$ cat src/rtl/cpu_pkg.sv
// cpu_pkg: shared types for the LEGv8 hazard/forwarding controller.
package cpu_pkg;
  localparam logic [4:0] XZR_IDX = 5'd31;
  typedef enum logic [1:0] {
    FWD_RF  = 2'b00,
    FWD_WB  = 2'b01,
    FWD_MEM = 2'b10
  } fwd_sel_t;
  typedef struct packed {
    logic       valid;
    logic [4:0] rd;
    logic       reg_write;
    logic       mem_read;
    logic       flag_en;
    logic [4:0] rn;
    logic [4:0] rm;
    logic       rn_used;
    logic       rm_used;
  } stage_desc_t;
endpackage

$ cat src/rtl/operand_fwd_sel.sv
// operand_fwd_sel: per-operand writer comparator; hit = {MEM, EX} match of the ID source, fwd = EX operand source.
module operand_fwd_sel
  import cpu_pkg::*;
(
  input  logic [2:0]      wr,
  input  logic [2:0][4:0] rd,
  input  logic [4:0]      id_src,
  input  logic            id_used,
  input  logic [4:0]      ex_src,
  input  logic            ex_used,
  output logic [1:0]      hit,
  output fwd_sel_t        fwd
);
  assign hit = {id_used && wr[1] && rd[1] == id_src, id_used && wr[0] && rd[0] == id_src};
  assign fwd = (ex_used && wr[1] && rd[1] == ex_src) ? FWD_MEM :
               (ex_used && wr[2] && rd[2] == ex_src) ? FWD_WB : FWD_RF;
endmodule

$ cat src/rtl/pipeline_hazard_ctrl.sv
// pipeline_hazard_ctrl: LEGv8 stall/bubble/flush/forward control; PIPE_FORWARDING_EN enables EX forwarding.
module pipeline_hazard_ctrl
  import cpu_pkg::*;
#(
  parameter int         CNT_W = 32,
  parameter logic [4:0] XZR   = XZR_IDX
) (
  input  logic             clk,
  input  logic             reset_n,
  input  logic             id_valid,
  input  logic [4:0]       id_rn,
  input  logic [4:0]       id_rm,
  input  logic             id_rn_used,
  input  logic             id_rm_used,
  input  logic [4:0]       id_rd,
  input  logic             id_reg_write,
  input  logic             id_mem_read,
  input  logic             id_flag_en,
  input  logic             id_is_blt,
  input  logic             ex_br_taken,
  input  logic             pipe_freeze,
  output logic             pc_stall,
  output logic             ifid_stall,
  output logic             idex_bubble,
  output logic             ifid_flush,
  output logic [1:0]       fwd_a,
  output logic [1:0]       fwd_b,
  output logic [CNT_W-1:0] stall_cycles
);
  stage_desc_t ex, mem, wb, id_desc;
  logic [2:0] wr;
  logic [2:0][4:0] rd;
  logic [1:0] hit_a, hit_b;
  fwd_sel_t sel_a, sel_b;
  logic load_use, flag_haz, haz;
  assign wr = {wb.valid && wb.reg_write && wb.rd != XZR,
               mem.valid && mem.reg_write && mem.rd != XZR,
               ex.valid && ex.reg_write && ex.rd != XZR};
  assign rd = {wb.rd, mem.rd, ex.rd};
  operand_fwd_sel u_fwd_a (
    .wr(wr), .rd(rd), .id_src(id_rn), .id_used(id_valid && id_rn_used),
    .ex_src(ex.rn), .ex_used(ex.valid && ex.rn_used), .hit(hit_a), .fwd(sel_a)
  );
  operand_fwd_sel u_fwd_b (
    .wr(wr), .rd(rd), .id_src(id_rm), .id_used(id_valid && id_rm_used),
    .ex_src(ex.rm), .ex_used(ex.valid && ex.rm_used), .hit(hit_b), .fwd(sel_b)
  );
  assign load_use = ex.mem_read && (hit_a[0] || hit_b[0]);
  assign flag_haz = id_valid && id_is_blt && ex.valid && ex.flag_en;
`ifdef PIPE_FORWARDING_EN
  logic unused_bits;
  assign unused_bits = ^{mem, wb};
  assign haz   = load_use || flag_haz;
  assign fwd_a = sel_a;
  assign fwd_b = sel_b;
`else
  logic unused_bits;
  assign unused_bits = ^{mem, wb, sel_a, sel_b, load_use};
  assign haz   = (|hit_a) || (|hit_b) || flag_haz;
  assign fwd_a = FWD_RF;
  assign fwd_b = FWD_RF;
`endif
  // freeze dominates everything; a taken branch discards the stalled wrong-path instruction
  assign pc_stall    = pipe_freeze || (!ex_br_taken && haz);
  assign ifid_stall  = pc_stall;
  assign idex_bubble = !pipe_freeze && (ex_br_taken || haz);
  assign ifid_flush  = !pipe_freeze && ex_br_taken;
  assign id_desc = '{valid: 1'b1, rd: id_rd, reg_write: id_reg_write, mem_read: id_mem_read,
                     flag_en: id_flag_en, rn: id_rn, rm: id_rm, rn_used: id_rn_used,
                     rm_used: id_rm_used};
  always_ff @(posedge clk) begin
    if (!reset_n) begin
      ex <= '0;
      mem <= '0;
      wb <= '0;
      stall_cycles <= '0;
    end else if (!pipe_freeze) begin
      wb <= mem;
      mem <= ex;
      ex <= (id_valid && !idex_bubble) ? id_desc : '0;
      if (pc_stall) stall_cycles <= stall_cycles + 1'b1;
    end
  end
endmodule

$ cat config.mk
export PLATFORM = sky130hd
export DESIGN_NAME = pipeline_hazard_ctrl
export DESIGN_NICKNAME = d
export VERILOG_FILES = /design/src/rtl/cpu_pkg.sv /design/src/rtl/operand_fwd_sel.sv /design/src/rtl/pipeline_hazard_ctrl.sv
export SDC_FILE = /design/constraint.sdc
export NUM_CORES = 1
export LEC_CHECK = 0
export CAP_MARGIN = 20
export CELL_PAD_IN_SITES_DETAIL_PLACEMENT = 1
export CELL_PAD_IN_SITES_GLOBAL_PLACEMENT = 1
export CORE_MARGIN = 10
export CORE_UTILIZATION = 40
export CTS_BUF_LIST = sky130_fd_sc_hd__clkbuf_8 sky130_fd_sc_hd__clkbuf_16
export CTS_CLUSTER_SIZE = 20
export DETAILED_ROUTE_END_ITERATION = 8
export PLACE_DENSITY_LB_ADDON = 0.25
export SYNTH_ARGS = -nofsm -noshare
export SYNTH_HDL_FRONTEND = slang
export SYNTH_HIERARCHICAL = 1
export SYNTH_SLANG_ARGS = --single-unit
export TNS_END_PERCENT = 5
$ cat constraint.sdc
create_clock -name clk -period 4.85 [get_ports clk]
set_input_delay 0.97 -clock clk [delete_from_list [all_inputs] [get_ports clk]]
set_output_delay 0.97 -clock clk [all_outputs]
set_load 0.01 [all_outputs]
==> results of run 1 <==
power groups by stage:
stage / clock network [W] / registers [W] / logic, W
after floorplan: 0 / 0.000399 / 0.0000361
after global placement: 0 / 0.000400 / 0.0000618
after detailed placement: 0 / 0.000401 / 0.0000635
after CTS: 0.000265 / 0.000391 / 0.0000638
after global routing: 0.000280 / 0.000392 / 0.0000690
final: 0.000256 / 0.000391 / 0.0000631
how the worst min path moves through the flow:
stage / cells after the start / from / to / slack [ps]
floorplan: 2 / mem[14]$_SDFFE_PN0N_ / mem[14]$_SDFFE_PN0N_ / 460
global placement: 2 / stall_cycles[31]$_SDFFE_PN0P_ / stall_cycles[31]$_SDFFE_PN0P_ / 460
detailed placement: 2 / stall_cycles[31]$_SDFFE_PN0P_ / stall_cycles[31]$_SDFFE_PN0P_ / 460
CTS: 2 / stall_cycles[31]$_SDFFE_PN0P_ / stall_cycles[31]$_SDFFE_PN0P_ / 480
global route: 2 / stall_cycles[26]$_SDFFE_PN0P_ / stall_cycles[26]$_SDFFE_PN0P_ / 530
finish: 2 / stall_cycles[31]$_SDFFE_PN0P_ / stall_cycles[31]$_SDFFE_PN0P_ / 480
area by class of cell:
type | count | area (um2) | share of cell area
Clock inverter | 1 | 3.75 | 0.00115
Timing Repair Buffer | 62 | 616 | 0.189
Sequential cell | 47 | 941 | 0.289
Tap cell | 77 | 96.3 | 0.0296
Inverter | 7 | 26.3 | 0.00808
Clock buffer | 7 | 96.3 | 0.0296
Multi-Input combinational cell | 226 | 1470 | 0.453
layout by cell type (no fill, tap or decap), drive strengths merged, types with 8 or more instances in the layout:
| master | instances |
|---|---|
| o31ai | 15 |
| nand2b | 8 |
| dfxtp | 47 |
| or4 | 17 |
| nand4 | 11 |
| nand3 | 10 |
| nand2 | 22 |
| mux2i | 16 |
| xnor2 | 20 |
| nor2 | 28 |
| a21oi | 19 |
| inv | 8 |
| clkdlybuf4s50 | 60 |
critical path: stages:
cell	delay (ps)
clkdlybuf4s50_1	460
xnor2_1	160
nand4_1	110
nor2_1	60
or4_4	610
nor3_1	210
nor2_1	60
clkdlybuf4s50_1	490
state kept, by name (all words and copies together), names as in the netlist:
signal	count
ex	8
stall_cycles	32
mem	7
metrics by stage:
| stage | area (um2) | std cells | total power (W) |
|---|---|---|---|
| 6_report | 3250 | 427 | 0.000710 |
| 5_1_grt | 3250 | 427 | 0.000742 |
| 4_1_cts | 3250 | 427 | 0.000720 |
| 3_5_place_dp | 3150 | 419 | 0.000464 |
| 3_3_place_gp | 3150 | 419 | 0.000462 |
| 2_1_floorplan | 2610 | 308 | 0.000435 |
layer usage:
metal,vias up,track usage,part of all wire
li1,1192,-,-
met3,2,0.0405,0.049
met2,29,0.215,0.48
met1,1156,0.177,0.46
met4,0,0.0348,0.0062
met5,-,0,0
==> key figures, run 1 <==
Status
  • Status: finished, final reports clean

Global routing
  • GR Overflow Total: 0
  • Vias in the first global route: 2349
  • Antenna violations before repair: 0
  • Tot GR Track Use: 0.137
  • Global-route wire length before repair: 11600 um
  • Pin count of the biggest net entering global routing: 40

CTS
  • CTS root buf: clkbuf_8
  • Cts repair resizes: 0
  • CTS buffer count: 5
  • Clock H-tree levels: 2
  • Post-CTS Setup Bufs: 0
  • Longest Clk Path Bufs: 2
  • Insertion delay to the later sink of the worst-skew pair: 290 ps
  • CTS tree: built
  • CTS clock-pin slew for the worst setup and hold paths: 90 ps
  • Clock Sinks: 47
  • CTS Hold Bufs: 0

Detailed routing
  • Wire length per cell: 16.6 um
  • # DRC: 0
  • DRT Pass-1 Iters: 4
  • DRT iter0 DRCs: 73
  • Drt via density: 5.57
  • Vias: 2379
  • Antenna Violating Nets Remaining: 0
  • Routed WL: 7080 um

Pwr
  • Switching share of power: 0.225
  • Peak supply drop: 160 uV
  • Flop pwr share: 0.551
  • Clock power frac: 0.360
  • Leakage: 1.04 nW
  • Cell Int Power: 0.000550 W
  • Sw power: 0.000160 W
  • Comb pwr share: 0.089
  • Power Density: between 200 and 250 nW/um2

Yosys
  • Post-synthesis area per instance: 8.52 um2
  • Mapped cell area: 2600 um2
  • Synth Instances: 305
  • Synth Warn #: 6

Setup path
  • Crit path required time: 3880 ps
  • Cells on worst reg2reg path: 8
  • R2R Path End: stall_cycles[23]$_SDFFE_PN0P_
  • Crit start category: input pin
  • Worst R2R Setup Slack: around 2100 ps
  • Crit path DAT: 3130 ps
  • Critical path capture point: idex_bubble
  • Max FO, Critical Path: 8
  • R2R Path Start: ex[19]$_SDFFE_PN0N_
  • Crit Path Category: in2out
  • Crit path capture type: output pin
  • Critical Path Start: id_rn[1]

Place
  • Dpl hpwl: 5300 um
  • GPL Wtd Cong: 0.755
  • DP Worst Slack: roughly 730 ps
  • Buffers on Ports: 60

Finish
  • Fillers: around 750
  • Layout cells sized above 1: 0.0371
  • Layout area overhead: 25.1%
  • Fin util: 0.512
  • ANT cells: 0
  • Final nets: 376

Die
  • Die width: 101 um
  • Initial core utilization: 0.409
  • Core Footprint: 6350 um2
  • Num ports: 66
  • Rows: 29
  • Die Area: 10100 um2
  • Die Span Y: 101 um

Timing
  • RSZ-0062 raised after global routing: no
  • Setup Skew: about 8.4 ps
  • TNS Setup: 0 ps
  • Setup violators final: 0
  • Fin crit period: 4100 ps
  • Fmax: ~240 MHz
  • Slew margin rel.: 0.407
  • Final Hold Viols: 0
  • Setup ws final: 749 ps
  • Max Slew Vio Count: 0
  • Fin Hold WS: ~480 ps
  • Worst-margin pin slew: 886 ps
  • Final period util: 0.846

Flow run
  • Max-Cap Viols: 0

Min path
  • Worst Hold Class: reg2reg
Note: power is estimated with default switching activity, not from simulation.
==> run 2, diff against run 1 <==
- CORE_UTILIZATION: 40 -> 36
- clock period: 4.85 -> 3.6 ns (I/O delays scaled with it)
==> run 2 against run 1 <==
Effect of this change:
- count of clock-buffer cells in the layout down 1
- largest cell class unchanged
- critical path type unchanged
- power up 36%
- sequential cell count unchanged
==> key figures, run 2 (synthesized netlist as in run 1, its figures left out) <==
Finish
  • Post-Layout Cell Count: 453 (+6.1%)
  • FF+latch area: 941 um2 (unchanged)
  • Layout cells sized above 1: 0.0616 (+0.0245)
  • Most flop-heavy register: stall_cycles
  • Multi-input logic area: 1480 um2 (+0.34%)
  • Max FFs per register: 32 (unchanged)
  • Most frequent cells in the layout: clkdlybuf4s50_1 (57), dfxtp_1 (47), nor2_1 (28)
  • Biggest regs: stall_cycles (32), ex (8), mem (7)
  • Final nets: 383 (+1.9%)
  • Fillers: 860 (+15%)
  • ANT cells: 0 (unchanged)
  • Layout area overhead: 28.8%
  • Most common cell after layout, fill and taps aside: clkdlybuf4s50_1

Place
  • Dpl cells: 445 (+6.2%)
  • Buffers on Ports: 60 (unchanged)
  • Dpl hpwl: 5650 um (+6.7%)
  • GPL Wtd Cong: 0.738 (-2.2%)

Die
  • Num ports: 66 (unchanged)
  • Die Area: 11000 um2 (+8.9%)
  • Die width: 105 um (+4.3%)
  • Core Footprint: 6910 um2 (+8.8%)
  • Initial core utilization: 0.376 (-0.0330)
  • Rows: 30 (+3.4%)
  • Die Span Y: 105 um (+4.3%)

Timing
  • Fmax: 308 MHz
  • Fin crit period: 3250 ps
  • Slew margin rel.: 0.639 (+0.233)
  • Final Hold Viols: 0 (unchanged)
  • Setup violators final: 0 (unchanged)
  • Worst-margin pin slew: 540 ps (-346 ps)
  • Max Slew Vio Count: 0 (unchanged)
  • Final period util: 0.903
  • RSZ-0062 raised after global routing: no
  • Setup Skew: 17.8 ps (+9.41 ps)
  • TNS Setup: 0 ps (unchanged)

Setup path
  • R2R Path Start: ex[16]$_SDFFE_PN0N_
  • Crit start category: input pin
  • CP max stage cell: or4_4
  • Critical path capture point: idex_bubble
  • Crit Path Category: in2out
  • Max FO, Critical Path: 3 (-5)
  • Cells on worst reg2reg path: 10 (+2)
  • Crit path DAT: 2530 ps (-600 ps)
  • CP Cell Sequence: clkdlybuf4s50_1 -> xnor2_1 -> nand4_1 -> nor2_1 -> or4_4 -> nor3_2 -> nor2_1 -> dlymetal6s2s_1
  • Worst R2R Setup Slack: 1040 ps (-1030 ps)
  • Crit path capture type: output pin
  • Most frequent CP cell: nor2_1
  • Critical Path Start: id_rn[1]
  • R2R Path End: stall_cycles[28]$_SDFFE_PN0P_
  • Crit path required time: 2880 ps (-1000 ps)
  • Slowest stage delay, CP: 570 ps (-40 ps)

Pwr
  • Clock power frac: 0.361 (about the same)
  • Comb pwr share: 0.092 (+0.003)
  • Peak supply drop: 190 uV (+19%)
  • Power Density: 288 nW/um2 (+32%)
  • Sw power: 0.000236 W (+48%)
  • Flop pwr share: 0.547 (-0.004)
  • Cell Int Power: 0.000729 W (+32%)
  • Leakage: 1.11 nW (+6.7%)
  • Switching share of power: 0.245 (+0.0200)

Detailed routing
  • Drt via density: 5.41 (-2.9%)
  • Wire length per cell: 16.6 um (-0.15%)
  • DRT iter0 DRCs: 76 (+4.1%)
  • # DRC: 0 (unchanged)
  • Routed WL: 7500 um (+5.9%)
  • DRT Pass-1 Iters: 4 (unchanged)
  • Antenna Violating Nets Remaining: 0 (unchanged)
  • Vias: 2451 (+3.0%)

Min path
  • Hold Startpoint: stall_cycles[31]$_SDFFE_PN0P_
  • Worst Hold Class: reg2reg

Global routing
  • GR Overflow Total: 0 (unchanged)
  • Pin count of the biggest net entering global routing: 32 (-20%)
  • Tot GR Track Use: 0.134 (-0.00309)
  • Antenna violations before repair: 0 (unchanged)
  • Vias in the first global route: 2501 (+6.5%)
  • Global-route wire length before repair: 12500 um (+8.1%)

CTS
  • Longest Clk Path Bufs: 2 (unchanged)
  • CTS clock-pin slew for the worst setup and hold paths: 90 ps (about the same)
  • CTS buffer count: 5 (unchanged)
  • Insertion delay to the later sink of the worst-skew pair: 310 ps (+20 ps)
  • CTS root buf: clkbuf_8
  • Clock H-tree levels: 2 (unchanged)
  • Clock Sinks: 47 (unchanged)
  • CTS tree: built
  • Post-CTS Setup Bufs: 0 (unchanged)

Status
  • Status: finished, final reports clean

Flow run
  • Max-Cap Viols: 0 (unchanged)
-- run 2: per-layer routing --
metal  up-vias  global-route usage  part of all wire
met3        21              0.0369             0.056
met4         0              0.0559             0.031
met1      1160               0.168              0.46
met5         -                   0                 0
met2        73               0.210              0.45
li1       1197                   -                 -
-- run 2: worst min-delay path by stage --
stage / cells after the start / end
after floorplan: 2 / mem[14]$_SDFFE_PN0N_
after global placement: 2 / stall_cycles[31]$_SDFFE_PN0P_
after detailed placement: 2 / stall_cycles[31]$_SDFFE_PN0P_
after CTS: 2 / stall_cycles[31]$_SDFFE_PN0P_
after global routing: 2 / stall_cycles[31]$_SDFFE_PN0P_
final: 2 / stall_cycles[31]$_SDFFE_PN0P_
-- run 2: through the flow --
stage               cell area (um2)  power, W  worst slack [ps]  hold slack (ps)  utilization
global placement               3240  0.000626              98.9              457        0.469
global route                   3350   0.00100               274              518        0.485
finish                         3350  0.000965               348              484        0.485
detailed placement             3240  0.000628              9.53              466        0.469
CTS                            3340  0.000976              39.7              487        0.484
floorplan                      2610  0.000586               867              464            -
-- run 2: worst max-delay path, delay by kind of cell --
| family | cells | cell delay, ps |
|---|---|---|
| buf+inv | 2 | 630 |
| simple gates | 5 | 1010 |
| xor+xnor | 1 | 160 |
-- run 2: power groups by stage --
stage | clock, W | combinational (W) | sequential [W]
CTS | 0.000359 | 0.0000898 | 0.000527
global placement | 0 | 0.0000862 | 0.000540
global route | 0.000378 | 0.0000967 | 0.000528
detailed placement | 0 | 0.0000889 | 0.000540
floorplan | 0 | 0.0000486 | 0.000538
finish | 0.000349 | 0.0000891 | 0.000527
-- run 2: final cells by class --
type                    instances  share of cell area
clock buffers                   6              0.0247
clock inverters                 2             0.00411
inverters                       7             0.00784
multi-input cells             226               0.441
flip-flops and latches         47               0.281
well taps                      96              0.0359
repair buffers                 69               0.205
-- run 2: timing repair --
action / CTS / global route
endpoints found under the hold margin: 0 / 0
pin swaps: 0 / 0
hold buffers: 0 / 0
resized for setup: 1 / 3
endpoints found under the setup margin: 1 / 3
==> run 3, diff against run 2 <==
- HOLD_SLACK_MARGIN: default -> 0.1
==> results of run 3 <==
No change in the layout: final DEF, timing and power equal those of run 2.
